### config.mk
export PLATFORM = sky130hd
export DESIGN_NAME = instr_fetch_queue
export DESIGN_NICKNAME = d
export VERILOG_FILES = /design/src/rtl/instr_fetch_queue.sv
export SDC_FILE = /design/constraint.sdc
export NUM_CORES = 1
export LEC_CHECK = 0
export CAP_MARGIN = 25
export CORE_ASPECT_RATIO = 1.5
export CORE_MARGIN = 5
export CORE_UTILIZATION = 55
export CTS_CLUSTER_DIAMETER = 50
export CTS_CLUSTER_SIZE = 16
export DETAILED_ROUTE_END_ITERATION = 8
export PLACE_DENSITY = 0.79
export SKIP_LAST_GASP = 1
export SLEW_MARGIN = 15
export SYNTH_ARGS = -nofsm -noshare
export SYNTH_HDL_FRONTEND = slang
export SYNTH_SLANG_ARGS = --single-unit
### constraint.sdc
create_clock -name clk -period 9.27 [get_ports clk]
set_clock_uncertainty 0.2 [all_clocks]
set_input_delay 1.3905 -clock clk [delete_from_list [all_inputs] [get_ports clk]]
set_output_delay 1.3905 -clock clk [all_outputs]
set_load 0.03 [all_outputs]
### src/rtl/instr_fetch_queue.sv
// Instruction fetch stage: one-outstanding req/ack fetch from instruction memory into a
// small {pc, instr} FIFO, presented to the datapath over valid/ready, flushed on redirect.
module instr_fetch_queue #(
  parameter int          DEPTH    = 4,
  parameter logic [31:0] RESET_PC = 32'h0000_0000
) (
  input  logic                         clk,
  input  logic                         rst,
  output logic                         imem_req,
  output logic [31:0]                  imem_addr,
  input  logic                         imem_ack,
  input  logic [31:0]                  imem_rdata,
  input  logic                         redirect,
  input  logic [31:0]                  redirect_pc,
  output logic                         dp_valid,
  input  logic                         dp_ready,
  output logic [31:0]                  dp_instr,
  output logic [31:0]                  dp_pc,
  output logic [31:0]                  dp_pc_plus4,
  output logic [$clog2(DEPTH+1)-1:0]   occupancy
);

  localparam int PW = $clog2(DEPTH);
  localparam int CW = $clog2(DEPTH+1);
  localparam logic [CW-1:0] DEPTH_C = CW'(DEPTH);

  typedef enum logic [1:0] {
    ST_IDLE    = 2'd0,
    ST_FETCH   = 2'd1,
    ST_DISCARD = 2'd2
  } state_t;

  state_t          r_state;
  logic [31:0]     r_fetch_pc;
  logic [31:0]     r_req_addr;
  logic [PW-1:0]   r_head;
  logic [PW-1:0]   r_tail;
  logic [CW-1:0]   r_count;
  logic [31:0]     r_mem_pc    [DEPTH];
  logic [31:0]     r_mem_instr [DEPTH];

  state_t          w_state_nxt;
  logic [31:0]     w_fetch_pc_nxt;
  logic [31:0]     w_req_addr_nxt;
  logic            w_push;
  logic            w_pop;
  logic            w_flush;
  logic            w_not_empty;
  logic [31:0]     w_redirect_pc;
  logic [31:0]     w_fetch_pc_inc;
  logic [CW-1:0]   w_count_post;

  assign w_redirect_pc  = redirect_pc & 32'hFFFF_FFFC;
  assign w_fetch_pc_inc = r_fetch_pc + 32'd4;
  assign w_not_empty    = (r_count != CW'(0));
  assign w_pop          = w_not_empty & dp_ready;
  // Count as it will be after this cycle's push, used to decide whether to keep streaming.
  assign w_count_post   = r_count + CW'(1) - CW'(w_pop);

  // Fetch FSM next-state and fetch-address decisions.
  always_comb begin
    w_state_nxt    = r_state;
    w_fetch_pc_nxt = r_fetch_pc;
    w_req_addr_nxt = r_req_addr;
    w_push         = 1'b0;
    w_flush        = 1'b0;
    case (r_state)
      ST_IDLE: begin
        if (redirect) begin
          w_fetch_pc_nxt = w_redirect_pc;
          w_flush        = 1'b1;
        end else if (r_count < DEPTH_C) begin
          w_req_addr_nxt = r_fetch_pc;
          w_state_nxt    = ST_FETCH;
        end else begin
          w_state_nxt    = ST_IDLE;
        end
      end
      ST_FETCH: begin
        if (imem_ack) begin
          if (redirect) begin
            w_fetch_pc_nxt = w_redirect_pc;
            w_flush        = 1'b1;
            w_state_nxt    = ST_IDLE;
          end else begin
            w_push         = 1'b1;
            w_fetch_pc_nxt = w_fetch_pc_inc;
            if (w_count_post < DEPTH_C) begin
              w_req_addr_nxt = w_fetch_pc_inc;
            end else begin
              w_state_nxt    = ST_IDLE;
            end
          end
        end else begin
          if (redirect) begin
            w_fetch_pc_nxt = w_redirect_pc;
            w_flush        = 1'b1;
            w_state_nxt    = ST_DISCARD;
          end else begin
            w_state_nxt    = ST_FETCH;
          end
        end
      end
      ST_DISCARD: begin
        // The stale request stays on the bus until memory acks it; its data is dropped.
        if (redirect) begin
          w_fetch_pc_nxt = w_redirect_pc;
          w_flush        = 1'b1;
        end else begin
          w_fetch_pc_nxt = r_fetch_pc;
        end
        if (imem_ack) begin
          w_state_nxt = ST_IDLE;
        end else begin
          w_state_nxt = ST_DISCARD;
        end
      end
      default: begin
        w_state_nxt = ST_IDLE;
        w_flush     = 1'b1;
      end
    endcase
  end

  // FSM state and fetch address registers.
  always_ff @(posedge clk or negedge rst) begin
    if (!rst) begin
      r_state    <= ST_IDLE;
      r_fetch_pc <= RESET_PC;
      r_req_addr <= RESET_PC;
    end else begin
      r_state    <= w_state_nxt;
      r_fetch_pc <= w_fetch_pc_nxt;
      r_req_addr <= w_req_addr_nxt;
    end
  end

  // Queue pointers and count; a flush overrides any push or pop.
  always_ff @(posedge clk or negedge rst) begin
    if (!rst) begin
      r_head  <= PW'(0);
      r_tail  <= PW'(0);
      r_count <= CW'(0);
    end else if (w_flush) begin
      r_head  <= PW'(0);
      r_tail  <= PW'(0);
      r_count <= CW'(0);
    end else begin
      if (w_push) begin
        r_tail <= r_tail + PW'(1);
      end
      if (w_pop) begin
        r_head <= r_head + PW'(1);
      end
      case ({w_push, w_pop})
        2'b10:   r_count <= r_count + CW'(1);
        2'b01:   r_count <= r_count - CW'(1);
        default: r_count <= r_count;
      endcase
    end
  end

  // Queue storage written at the tail on push.
  always_ff @(posedge clk or negedge rst) begin
    if (!rst) begin
      for (int i = 0; i < DEPTH; i++) begin
        r_mem_pc[i]    <= 32'd0;
        r_mem_instr[i] <= 32'd0;
      end
    end else if (w_push && !w_flush) begin
      r_mem_pc[r_tail]    <= r_req_addr;
      r_mem_instr[r_tail] <= imem_rdata;
    end
  end

  assign imem_req    = (r_state != ST_IDLE);
  assign imem_addr   = r_req_addr;
  assign occupancy   = r_count;
  assign dp_valid    = w_not_empty;
  // Empty queue presents a nop at pc 0 rather than stale storage.
  assign dp_instr    = w_not_empty ? r_mem_instr[r_head]        : 32'd0;
  assign dp_pc       = w_not_empty ? r_mem_pc[r_head]           : 32'd0;
  assign dp_pc_plus4 = w_not_empty ? (r_mem_pc[r_head] + 32'd4) : 32'd0;

endmodule

==> results_dict.tcl <==
set metrics [dict create \
    pwr_density_cell_nw_per_um2 319 \
    ys_ff_latch 329 \
    p_leak_nw 8.65 \
    synth_area_um2 16500 \
    cp-end-kind "primary output" \
    yosys-top-cells-area "dfrtp_1, mux2_2, mux4_2" \
    grt-ovfl-total 0 \
    crit_cells 8 \
    crit_buf_inv 2 \
    max_cap_violations 0 \
    yosys.area.top_type "dfrtp_1" \
    rr_endpoint "r_mem_instr[30]" \
    fin_ws_ns 3.08 \
    post-synth-top-count-cell "dfrtp_1" \
    grt_pass1_vias 11401 \
    finalMaxSlewViolations 0 \
    async_flop_share 1.00 \
    cp.required_ns 7.68 \
    htree_levels 1 \
    cp_max_fo 41 \
    status "completed" \
    first_pass_iters 5 \
    crit_path_top_delay_cell "dfrtp_4" \
    fillCellCount 2220 \
    slew_headroom 0.305 \
    multi_input_area_um2 7870 \
    hold_path_class "register to register" \
    core-area_um2 29600 \
    hold_viol 0 \
    first_iter_violations 448 \
    cts-root-buf "clkbuf_16" \
    rr_worst_depth 4 \
    crit_type "register to primary output" \
    area_growth_pct 19.5 \
    synth_ff_type "dfrtp_1" \
    fin_crit_sh 0.668 \
    final.setup.tns_ns 0 \
    vias_per_cell 5.89 \
    drc 0 \
    holdBufCountCts 0 \
    ff_latch_area_um2 8240 \
    port_buffers 199 \
    ys_types 63 \
    grt_usage 0.230 \
    die_height_um 222 \
    cts_tree "built" \
    pre_cts_ws_ns 3.60 \
    worst_pin_slew_ns 1.04 \
    vias 10858 \
    wirelength_um 38600 \
    setup_viol 0 \
    grt_max_degree 182 \
    clock_path_buffers 3 \
    clk_pin_slew_worst_paths_ns 0.07 \
    r2r_setup_slack_ns 5.60 \
    finalPower_mw 6.31 \
    antenna_left 0 \
    synthTopCellsByCount "dfrtp_1, mux2_2, nor2_1" \
    antenna_found_initial 1 \
    final_nets 1511 \
    numCtsBuffers 28 \
    gp_congestion 0.853 \
    wl_per_cell_um 20.9 \
    grt_pass1_wl_um 61900 \
    critPathMaxStageDelay_ns 0.98 \
    synthDominantCellAreaShare 0.498 \
    initial_core_util 0.559 \
    worstSetupStartpoint "r_head[0]" \
    cts_resized 0 \
    arrival_ns 4.60 \
    stdcell_count 1844 \
    avgSynthCellArea_um2 12.9 \
    cts_setup_buffers 0 \
    clkSinkCount 329 \
    io_pins 202 \
    clock_latency_ns 0.56 \
    rsz0062_at_grt "false" \
    crit_chain "buf_4 -> mux4_1 -> nand4_1 -> or2_1 -> nor3_1 -> xnor2_1 -> nor2_1 -> clkdlybuf4s50_1" \
    yosysWarnings 0 \
    layout_min_cycle_time_ns 6.19 \
    cp-endpoint "dp_pc_plus4[22]" \
    fp-row-count 77 \
    dieArea_um2 33700 \
    dp_cells 1794 \
    timing.hold.ws_ns 0.286 \
    synthCells 1282 \
    fmax_mhz 162 \
    mappedNetlistNets 1360 \
    r2r-start "r_state[0]" \
    yosysSeqAreaShare 0.498 \
    drive_gt1_frac 0.292 \
    peakVddDrop_v 0.000263 \
    die-width_um 152 \
    hpwl_um 25300 \
    start_kind "register" \
    synth_edf_count 0 \
    cp_top_family "buffers and inverters" \
    diodes 0 \
]
## flip-flops by register name, summed over array words and instances, names as in the netlist
name and count:
r_mem_instr 128, r_mem_pc 128, imem_addr 32, r_fetch_pc 32, occupancy 3, r_head 2
r_state 2, r_tail 2
## report_power, final
group	leakage (nW)	switching (mW)	internal, mW
clock network	0.456	0.534	0.674
registers	4.29	0.390	1.84
logic	3.91	1.50	1.37
total	8.65	2.42	3.88
## cell type report
| type | count | area share |
|---|---|---|
| sequential | 329 | 0.417 |
| multi-input combinational | 847 | 0.398 |
| clock inverter | 12 | 0.00816 |
| timing repair buffer | 213 | 0.111 |
| clock buffer | 34 | 0.0387 |
| inverter | 14 | 0.00266 |
| tap | 395 | 0.0250 |
## metrics by stage
stage                      util  area (um2)
after floorplan               -       16500
after global placement    0.633       18700
after detailed placement  0.634       18800
after CTS                 0.666       19700
after global routing      0.668       19800
final                     0.668       19800
## per-layer routing
| metal | part of all wire | GRT usage | up-vias |
|---|---|---|---|
| li1 | - | - | 4941 |
| met1 | 0.39 | 0.292 | 5553 |
| met2 | 0.53 | 0.401 | 281 |
| met3 | 0.046 | 0.0253 | 81 |
| met4 | 0.037 | 0.0914 | 2 |
| met5 | 0.00034 | 0 | - |
## cells by family (layout without fill, tap and decap cells)
kind of cell	Yosys count	after routing	share of synthesized area
AO/OA/AOI/OAI	105	105	0.0394
AND/OR/NAND/NOR	306	306	0.100
multiplexers	361	361	0.292
XOR/XNOR	66	66	0.0349
flip-flops	329	329	0.498
buffers and inverters	106	273	0.0287
adder cells (fa/ha/maj)	9	9	0.00681
## cell usage in the layout, fill, tap and decap left out, types with 5 or more instances in the layout
cell type	instances
dfrtp_1	327
mux2_2	288
clkdlybuf4s50_1	198
nor2_1	72
and2_1	65
nand2_1	54
xnor2_1	50
mux4_2	49
o21ai_0	31
a21oi_1	30
clkbuf_16	29
nand3_1	28
nand4_1	16
xor2_1	16
mux4_1	15
inv_1	13
and3_1	10
nor3_1	10
nor4_2	9
mux2i_1	9
ha_1	9
buf_4	8
nor2b_1	6
o22ai_1	6
a22oi_1	6
and4_1	5
or3_1	5
## worst min path at each step
| stage | startpoint | to | cells past startpoint |
|---|---|---|---|
| 2_1_floorplan | r_fetch_pc[0] | r_fetch_pc[0] | 1 |
| 3_3_place_gp | r_fetch_pc[0] | r_fetch_pc[0] | 1 |
| 3_5_place_dp | r_fetch_pc[0] | r_fetch_pc[0] | 1 |
| 4_1_cts | r_fetch_pc[0] | r_fetch_pc[0] | 1 |
| 5_1_grt | r_fetch_pc[0] | r_fetch_pc[0] | 1 |
| 6_report | r_fetch_pc[0] | r_fetch_pc[0] | 1 |
Power figures use the tool's default switching activity.
==> RTL edit (config.mk and constraints unchanged) <==
Reset style: synchronous (`rst`), changed in 3 clocked blocks.
--- a/src/rtl/instr_fetch_queue.sv
+++ b/src/rtl/instr_fetch_queue.sv
@@ -123,7 +123,7 @@
   end
 
   // FSM state and fetch address registers.
-  always_ff @(posedge clk or negedge rst) begin
+  always_ff @(posedge clk) begin
     if (!rst) begin
       r_state    <= ST_IDLE;
       r_fetch_pc <= RESET_PC;
@@ -136,7 +136,7 @@
   end
 
   // Queue pointers and count; a flush overrides any push or pop.
-  always_ff @(posedge clk or negedge rst) begin
+  always_ff @(posedge clk) begin
     if (!rst) begin
       r_head  <= PW'(0);
       r_tail  <= PW'(0);
@@ -161,7 +161,7 @@
   end
 
   // Queue storage written at the tail on push.
-  always_ff @(posedge clk or negedge rst) begin
+  always_ff @(posedge clk) begin
     if (!rst) begin
       for (int i = 0; i < DEPTH; i++) begin
         r_mem_pc[i]    <= 32'd0;
Function: differs if rst is asserted again (counterexample within 4 cycles, from zero or initial values and one cycle with rst low); with rst held inactive, the same outputs for 4 cycles.
==> RTL edit against the unedited design <==
  * Global-route usage rose by 0.92 points
  * Synthesized cell count grew 6.4%
  * Highest routed layer is now met4
  * Non-clock buffer count is 10 higher
  * Sequential cell count is 2 higher
  * Synthesized area shrank 0.85%
  * Design area down 1.3%
  * Worst setup slack worse by 0.024 ns
  * Critical endpoint is now dp_pc_plus4[21]
  * Routed wire length increased by 4.4%
Power is not compared: it rests on default switching activity, and its combinational part moved more than twofold at a synthesized area within 25%.
==> RTL edit: results (changes against the unedited design) <==
Synth area leaders=edfxtp_1 (47%), and2_1 (10%), dfxtp_1 (9.2%) (was dfrtp_1 (50%), mux2_2 (20%), mux4_2 (6.7%)); Num CTS Buffers=27 (was 28); drt total wl=40250 um (was 38570 um); CP max stage delay=0.77 ns (was 0.98 ns); Layout clock buffers=42 (was 34); DP HPWL=25580 um (was 25300 um); Synth Area in XOR/XNOR=3.632% (was 3.495%); fin nets=1582 (was 1511); Signal buf overhead=11.19% (was 11.06%); Buffers, non-clock=223 (was 213); post-synthesis cell type count=58 (was 63); Post-synth ARST share=0% (was 100.0%); Synth top cells by count=and2_1 (263), edfxtp_1 (256), nor2_1 (85), clkbuf_1 (80), and3_1 (76) (was dfrtp_1 (329), mux2_2 (288), nor2_1 (73), and2_1 (65), clkbuf_1 (65)); layout cells sized above 1=9.430% (was 29.19%); post-synthesis compound-gate area fraction=6.729% (was 3.941%); sequential cell area share=47.14% (was 41.67%); worst-margin pin slew=1.021 ns (was 1.041 ns); post-synthesis mux area share=9.293% (was 29.21%); Skew-Pair Late Insertion Delay=0.54 ns (was 0.56 ns); area of the multi-input gates=6750 um2 (was 7873 um2); Worst R2R Start=r_state[0] (unchanged); pre-CTS setup slack=3.516 ns (was 3.605 ns); Total Routing Usage GR=23.93% (was 23.02%); vias in the first global route=11542 (was 11401); area share of fa/ha/maj cells after synthesis=0.4578% (was 0.6808%); via count=11232 (was 10858); outcome=completed (unchanged); sequential share of the synthesized area=56.03% (was 49.78%); antenna violations before repair=0 (was 1); num sequential=331 (was 329); Synth Net Count=1439 (was 1360); Post-synth EDFFs=256 (was 0); Hold Crit Start=r_fetch_pc[1] (was r_fetch_pc[0]); top cell type's share of synthesized area=46.88% (was 49.78%); top-count cell post-synth=and2_1 (was dfrtp_1)
## RTL edit: changes by cell type in the layout (fill, tap and decap cells not counted), moves of 29 or more
cell      delta
mux2_2     -288
and2_1     +198
and3_1      +65
a21oi_1     +42
edfxtp_1   +256
a211oi_1    +29
dfxtp_1     +73
dfrtp_1    -327
## RTL edit: final timing paths
| kind | end | slack (ns) | cells past startpoint |
|---|---|---|---|
| worst min register to register | imem_addr[1] | 0.28 | 2 |
| worst max-delay path | dp_pc_plus4[21] | 3.06 | 8 |
| worst min-delay path | imem_addr[1] | 0.28 | 2 |
| worst max register to register | r_mem_instr[1][3] | 5.02 | 8 |
## RTL edit: per-layer routing
| layer | GRT usage, % | wire [um] | up-vias |
|---|---|---|---|
| li1 | - | - | 5250 |
| met1 | 28.67 | 14810 | 5487 |
| met2 | 43.91 | 21740 | 419 |
| met3 | 2.436 | 2292 | 76 |
| met4 | 8.782 | 1408 | 0 |
| met5 | 0 | 0 | - |
## RTL edit: per-stage QoR
stage / hold slack, ns / cell area, um2 / cells
2_1_floorplan: 0.2393 / 16400 / 1364
3_3_place_gp: 0.2530 / 18640 / 1870
3_5_place_dp: 0.2635 / 18660 / 1872
4_1_cts: 0.2727 / 19490 / 1921
5_1_grt: 0.3092 / 19500 / 1922
6_report: 0.2752 / 19500 / 1922
## RTL edit: power by group through the flow
| stage | logic [mW] | clock network, mW | registers, mW |
|---|---|---|---|
| finish | 0.290 | 1.11 | 1.70 |
| floorplan | 0.156 | 0 | 1.74 |
| CTS | 0.292 | 1.13 | 1.70 |
| detailed placement | 0.291 | 0 | 1.73 |
| global placement | 0.287 | 0 | 1.73 |
| global route | 0.312 | 1.18 | 1.71 |
